**src/rtl/divider_seq_restoring_if.sv**
```systemverilog
// Start/done handshake and operand/result bus of the sequential divider.
// The master drives the request and the slave (the divider) returns results.
interface divider_seq_restoring_if #(
  parameter int bw = 8
);
  logic          start;
  logic [bw-1:0] A;
  logic [bw-1:0] B;
  logic          busy;
  logic          done;
  logic [bw-1:0] Q;
  logic [bw-1:0] R;
  logic          div_by_zero;

  modport master (
    output start, A, B,
    input  busy, done, Q, R, div_by_zero
  );

  modport slave (
    input  start, A, B,
    output busy, done, Q, R, div_by_zero
  );
endinterface

```
**src/rtl/divider_seq_restoring.sv**
```systemverilog
// Unsigned sequential restoring divider: Q = A / B, R = A % B.
// It produces one quotient bit per clock through a single shared subtractor.
//
// state | meaning
// ------+------------------------------------------------------------
// IDLE  | waiting for start; operands captured on an accepted start
// CALC  | bw restoring steps, one quotient bit per edge
// DONE  | one-cycle done pulse; Q/R/div_by_zero valid
module divider_seq_restoring #(
  parameter int bw = 8
) (
  input logic                      CLK,
  input logic                      RESET,
  divider_seq_restoring_if.slave   bus
);

  localparam int CW = (bw > 1) ? $clog2(bw) : 1;

  typedef enum logic [1:0] {IDLE, CALC, DONE} state_t;

  state_t          state, state_nxt;
  logic [bw-1:0]   dividend;
  logic [bw-1:0]   divisor;
  logic [bw-1:0]   quot;
  logic [bw:0]     p_rem;
  logic [CW-1:0]   cnt;
  logic [bw-1:0]   q_reg;
  logic [bw-1:0]   r_reg;
  logic            dbz_reg;

  logic [bw:0]     rem_shift;
  logic [bw+1:0]   diff;
  logic            no_borrow;
  logic [bw:0]     p_nxt;
  logic [bw-1:0]   quot_nxt;
  logic            last_step;
  logic            accept;
  logic            div_zero_req;

  // P never exceeds the divisor after a step, so its top bit is always zero
  // and is kept only so the partial remainder has its full bw+1 width.
  logic [1:0]      unused_p_top;
  assign unused_p_top = {p_rem[bw], p_nxt[bw]};

  // One restoring step: trial subtract, keep the difference when it does not borrow.
  always_comb begin
    rem_shift = {p_rem[bw-1:0], dividend[bw-1]};
    diff      = {1'b0, rem_shift} - {2'b00, divisor};
    no_borrow = ~diff[bw+1];
    p_nxt     = no_borrow ? diff[bw:0] : rem_shift;
    quot_nxt  = {quot[bw-2:0], no_borrow};
  end

  assign last_step    = (cnt == '0);
  assign accept       = (state == IDLE) && bus.start;
  assign div_zero_req = (bus.B == '0);

  // State register.
  always_ff @(posedge CLK or posedge RESET) begin
    if (RESET) state <= IDLE;
    else       state <= state_nxt;
  end

  // Next-state logic.
  always_comb begin
    state_nxt = state;
    case (state)
      IDLE: if (bus.start) state_nxt = div_zero_req ? DONE : CALC;
      CALC: if (last_step) state_nxt = DONE;
      DONE: state_nxt = IDLE;
      default: state_nxt = IDLE;
    endcase
  end

  // Datapath: operand capture, shift/subtract steps and result registers.
  always_ff @(posedge CLK or posedge RESET) begin
    if (RESET) begin
      dividend <= '0;
      divisor  <= '0;
      quot     <= '0;
      p_rem    <= '0;
      cnt      <= '0;
      q_reg    <= '0;
      r_reg    <= '0;
      dbz_reg  <= 1'b0;
    end else if (accept) begin
      if (div_zero_req) begin
        q_reg   <= '1;
        r_reg   <= bus.A;
        dbz_reg <= 1'b1;
      end else begin
        dividend <= bus.A;
        divisor  <= bus.B;
        quot     <= '0;
        p_rem    <= '0;
        cnt      <= CW'(bw - 1);
      end
    end else if (state == CALC) begin
      p_rem    <= p_nxt;
      quot     <= quot_nxt;
      dividend <= dividend << 1;
      cnt      <= cnt - 1'b1;
      if (last_step) begin
        q_reg   <= quot_nxt;
        r_reg   <= p_nxt[bw-1:0];
        dbz_reg <= 1'b0;
      end
    end
  end

  assign bus.busy        = (state != IDLE);
  assign bus.done        = (state == DONE);
  assign bus.Q           = q_reg;
  assign bus.R           = r_reg;
  assign bus.div_by_zero = dbz_reg;

endmodule

```
**src/flat_wrapper.sv**
```systemverilog
// flat-port wrapper written by rule: the top's interface ports become plain ports
module divider_seq_restoring_flat 
#(
  parameter int bw = 8
)
  (CLK, RESET, bus_start, bus_A, bus_B, bus_busy, bus_done, bus_Q, bus_R, bus_div_by_zero);
  divider_seq_restoring_if #(.bw(bw)) bus_i ();
  input logic CLK;
  input logic RESET;
  input wire logic [$bits(bus_i.start)-1:0] bus_start;
  input wire logic [$bits(bus_i.A)-1:0] bus_A;
  input wire logic [$bits(bus_i.B)-1:0] bus_B;
  output wire logic [$bits(bus_i.busy)-1:0] bus_busy;
  output wire logic [$bits(bus_i.done)-1:0] bus_done;
  output wire logic [$bits(bus_i.Q)-1:0] bus_Q;
  output wire logic [$bits(bus_i.R)-1:0] bus_R;
  output wire logic [$bits(bus_i.div_by_zero)-1:0] bus_div_by_zero;
  assign bus_i.start = bus_start;
  assign bus_i.A = bus_A;
  assign bus_i.B = bus_B;
  assign bus_busy = bus_i.busy;
  assign bus_done = bus_i.done;
  assign bus_Q = bus_i.Q;
  assign bus_R = bus_i.R;
  assign bus_div_by_zero = bus_i.div_by_zero;
  divider_seq_restoring #(.bw(bw)) u_core (.CLK(CLK), .RESET(RESET), .bus(bus_i));
endmodule
```
**config.mk**
```make
export PLATFORM = sky130hd
export DESIGN_NAME = divider_seq_restoring_flat
export DESIGN_NICKNAME = d
export VERILOG_FILES = /design/src/rtl/divider_seq_restoring_if.sv /design/src/rtl/divider_seq_restoring.sv /design/src/flat_wrapper.sv
export SDC_FILE = /design/constraint.sdc
export NUM_CORES = 1
export LEC_CHECK = 0
export CORE_ASPECT_RATIO = 0.5
export CORE_MARGIN = 3
export CORE_UTILIZATION = 45
export DETAILED_ROUTE_END_ITERATION = 12
export GPL_TIMING_DRIVEN = 1
export PLACE_DENSITY_LB_ADDON = 0.2
export SLEW_MARGIN = 20
export SYNTH_ARGS = -nofsm -noshare
export SYNTH_HDL_FRONTEND = slang
export SYNTH_SLANG_ARGS = --single-unit
```
**constraint.sdc**
```tcl
create_clock -name CLK -period 2.47 [get_ports CLK]
set_input_delay 0.494 -clock CLK [delete_from_list [all_inputs] [get_ports CLK]]
set_output_delay 0.494 -clock CLK [all_outputs]
set_load 0.005 [all_outputs]
```
==> flow_metrics.tcl <==
set metrics [dict create \
    ctsHoldBuffers 0 \
    p_sw_share_pct 41.7 \
    dr.pass1.iters 4 \
    yosysUniqueCellTypes 54 \
    cellLeakagePower_nw 1.51 \
    intPower_mw 3.12 \
    start_kind "flip-flop" \
    initial_utilization_pct 48.1 \
    synthesis.nets 317 \
    post_drt_via_cell_ratio 5.67 \
    finalHoldViolations 0 \
    min_period_over_period_pct 95.5 \
    synth_top_family_by_area "compound AO/OA/AOI/OAI gates" \
    wl_um 6910 \
    critPathBufInv 1 \
    drcViolationCount 0 \
    place_congestion 0.860 \
    p_comb_share_pct 56.8 \
    path_clk_slew_ns 0.07 \
    io_buffers 37 \
    grt-ovfl-total 0 \
    dieArea_um2 7070 \
    synthSimpleGateAreaFrac_pct 18.3 \
    hold_ws_ns 0.480 \
    critPathSlowestCell "dfrtp_1" \
    die_h_um 61.0 \
    total_power_mw 5.34 \
    cts_buffers 5 \
    cts_setup_buffers 0 \
    tns_ns 0 \
    crit_type "reg -> reg" \
    ys_warn_count 0 \
    dr.first_iter.drc_count 192 \
    fmax_mhz 424 \
    dp.cells 401 \
    hold_depth 2 \
    worst_path_largest_cell_delay_ns 0.41 \
    clock_path_buffers 2 \
    synth_xor_area_share_pct 0.644 \
    die_x_um 116 \
    cts_tree "built" \
    slew_violations 0 \
    vdd_drop_max_v 0.000601 \
    cp.arrival_ns 2.52 \
    tightest_slew_ns 0.604 \
    area_growth_pct 25.8 \
    first_global_vias 2320 \
    core_um2 5660 \
    slew_headroom_pct 59.5 \
    layout_common_cells "nand2_1, dfrtp_1, clkdlybuf4s50_1, o21ai_0, nor2_1" \
    dr_total_vias 2319 \
    cts_resized 0 \
    synth_mux_area_share_pct 2.85 \
    synth_fa_ha_area_share_pct 5.34 \
    clock_latency_ns 0.29 \
    cp_num_cells 7 \
    synth-edff-count 0 \
    path_max_fanout 9 \
    grt_start_max_net_pins 35 \
    synth-seq-cells 53 \
    antenna_found_initial 0 \
    ant_nets 0 \
    synth_compound_area_share_pct 19.3 \
    final_common_cell "nand2_1" \
    crit_required_ns 2.63 \
    finalSetupViolCount 0 \
    grt_pass1_wl_um 11400 \
    diodes 0 \
    synth-main-ff-cell "dfrtp_1" \
    run_status "finished, final reports clean" \
    fin_util_pct 60.5 \
    track_usage_pct 21.2 \
    fin_skew_ns 0.00781 \
    seq_power_share_pct 29.6 \
    worstPathCellList "ha_1 -> a21o_1 -> a221oi_2 -> a21boi_2 -> buf_4 -> mux2i_4 -> o21ai_0" \
    htree_levels 2 \
    final-instance-count-excl-fill 409 \
    p_sw_mw 2.23 \
    cap_viol_max_count 0 \
    n_fill_cell 490 \
    rsz0062_at_grt "no" \
    synth_area_per_cell_um2 9.48 \
    fin_crit_ns 2.36 \
    clkPwrFrac_pct 13.6 \
    ys_seq_area_share_pct 48.8 \
    hold_path_class "reg -> reg" \
    cts_root_buf "clkbuf_16" \
    dp_hpwl_um 5210 \
    final_layout_size_suffix_gt1_share_pct 11.9 \
    async_flop_share_pct 100 \
    cts_sinks 53 \
    synth_cells 287 \
    r2r_cells 7 \
    power_density_nw_per_um2 1560 \
    io_pins 38 \
    wl_per_cell_um 16.9 \
    layout.nets 365 \
    critPathTopFamily "compound AO/OA/AOI/OAI gates" \
    worstSetupEndpointType "flip-flop" \
    syn-cell-area_um2 2720 \
    rows 19 \
]
per-stage QoR:
step | setup WS [ns] | area [um2]
final | 0.111 | 3420
after global routing | 0.00567 | 3420
after CTS | 0.0954 | 3410
after detailed placement | 0.0299 | 3260
after global placement | 0.0666 | 3260
after floorplan | 0.438 | 2720
per-layer routing:
| layer | vias up | global-route usage (%) | part of all wire, % |
|---|---|---|---|
| li1 | 1110 | - | - |
| met1 | 1129 | 29.8 | 47 |
| met2 | 73 | 34.3 | 46 |
| met3 | 7 | 4.78 | 6.3 |
| met4 | 0 | 4.30 | 0.59 |
| met5 | - | 0 | 0 |
worst register-to-register path, cell delays in order (launching register included):
cell	delay (ns)
dfrtp_1	0.41
ha_1	0.40
a21o_1	0.24
a221oi_2	0.33
a21boi_2	0.26
buf_4	0.22
mux2i_4	0.27
o21ai_0	0.10
flip-flops by register name (all words and copies together) (netlist names):
signal                  flops
u_core.bus.div_by_zero      1
u_core.quot                 7
u_core.bus.R                8
u_core.state                2
u_core.dividend             8
u_core.cnt                  3
u_core.divisor              8
u_core.bus.Q                8
u_core.p_rem                8
cell type report:
type / instances / area (um2) / share of cell area (%)
multi-input combinational: 208 / 1280 / 37.4
clock buffer: 6 / 139 / 4.06
inverter: 13 / 48.8 / 1.43
timing repair buffer: 54 / 523 / 15.3
tap: 73 / 91.3 / 2.67
sequential: 53 / 1330 / 38.8
clock inverter: 2 / 13.8 / 0.402
cell usage after synthesis, types with 2 or more instances:
library cell / number / share of area, %
and3_1: 2 / 0.46
buf_6: 4 / 1.7
dfrtp_1: 53 / 49
a211oi_1: 2 / 0.55
nor2b_1: 2 / 0.46
or2_2: 2 / 0.46
clkbuf_1: 5 / 0.69
ha_1: 10 / 4.6
nand2b_1: 3 / 0.69
a31oi_1: 11 / 2.5
a21o_1: 2 / 0.55
a21oi_1: 11 / 2.0
o21ai_0: 27 / 5.0
o21bai_1: 2 / 0.55
nand2_1: 55 / 7.6
mux2_2: 2 / 0.83
mux2i_1: 4 / 1.5
or3_1: 2 / 0.46
nor3_1: 2 / 0.37
or4_1: 2 / 0.55
nor4_1: 2 / 0.46
o22a_1: 7 / 2.3
inv_1: 13 / 1.8
nand3_1: 7 / 1.3
buf_2: 3 / 0.55
nor2_1: 24 / 3.3
kinds of logic (layout without fill, tap and decap cells):
group / Yosys count / in the layout
buf+inv: 26 / 75
simple gates: 110 / 110
compound gates: 78 / 78
mux: 7 / 7
flops: 53 / 53
fa+ha+maj: 11 / 11
xor+xnor: 2 / 2
path summary, 6_finish.rpt:
check	from	slack (ns)	endpoint
worst max-delay path	u_core.p_rem[5]	0.11	u_core.p_rem[0]
max in group asynchronous	RESET	1.41	u_core.divisor[1]
worst max register to register	u_core.p_rem[5]	0.11	u_core.p_rem[0]
worst min register to register	u_core.p_rem[7]	0.48	u_core.p_rem[7]
worst min-delay path	u_core.p_rem[7]	0.48	u_core.p_rem[7]
min in group asynchronous	RESET	0.52	u_core.bus.Q[4]
power groups by stage:
stage | combinational [mW] | clock [mW] | sequential (mW)
after floorplan | 1.97 | 0 | 1.53
after global placement | 2.81 | 0 | 1.57
after detailed placement | 2.95 | 0 | 1.59
after CTS | 2.96 | 0.733 | 1.58
after global routing | 3.37 | 0.772 | 1.63
final | 3.03 | 0.726 | 1.58
No activity file was read; power rests on OpenSTA's default activity.
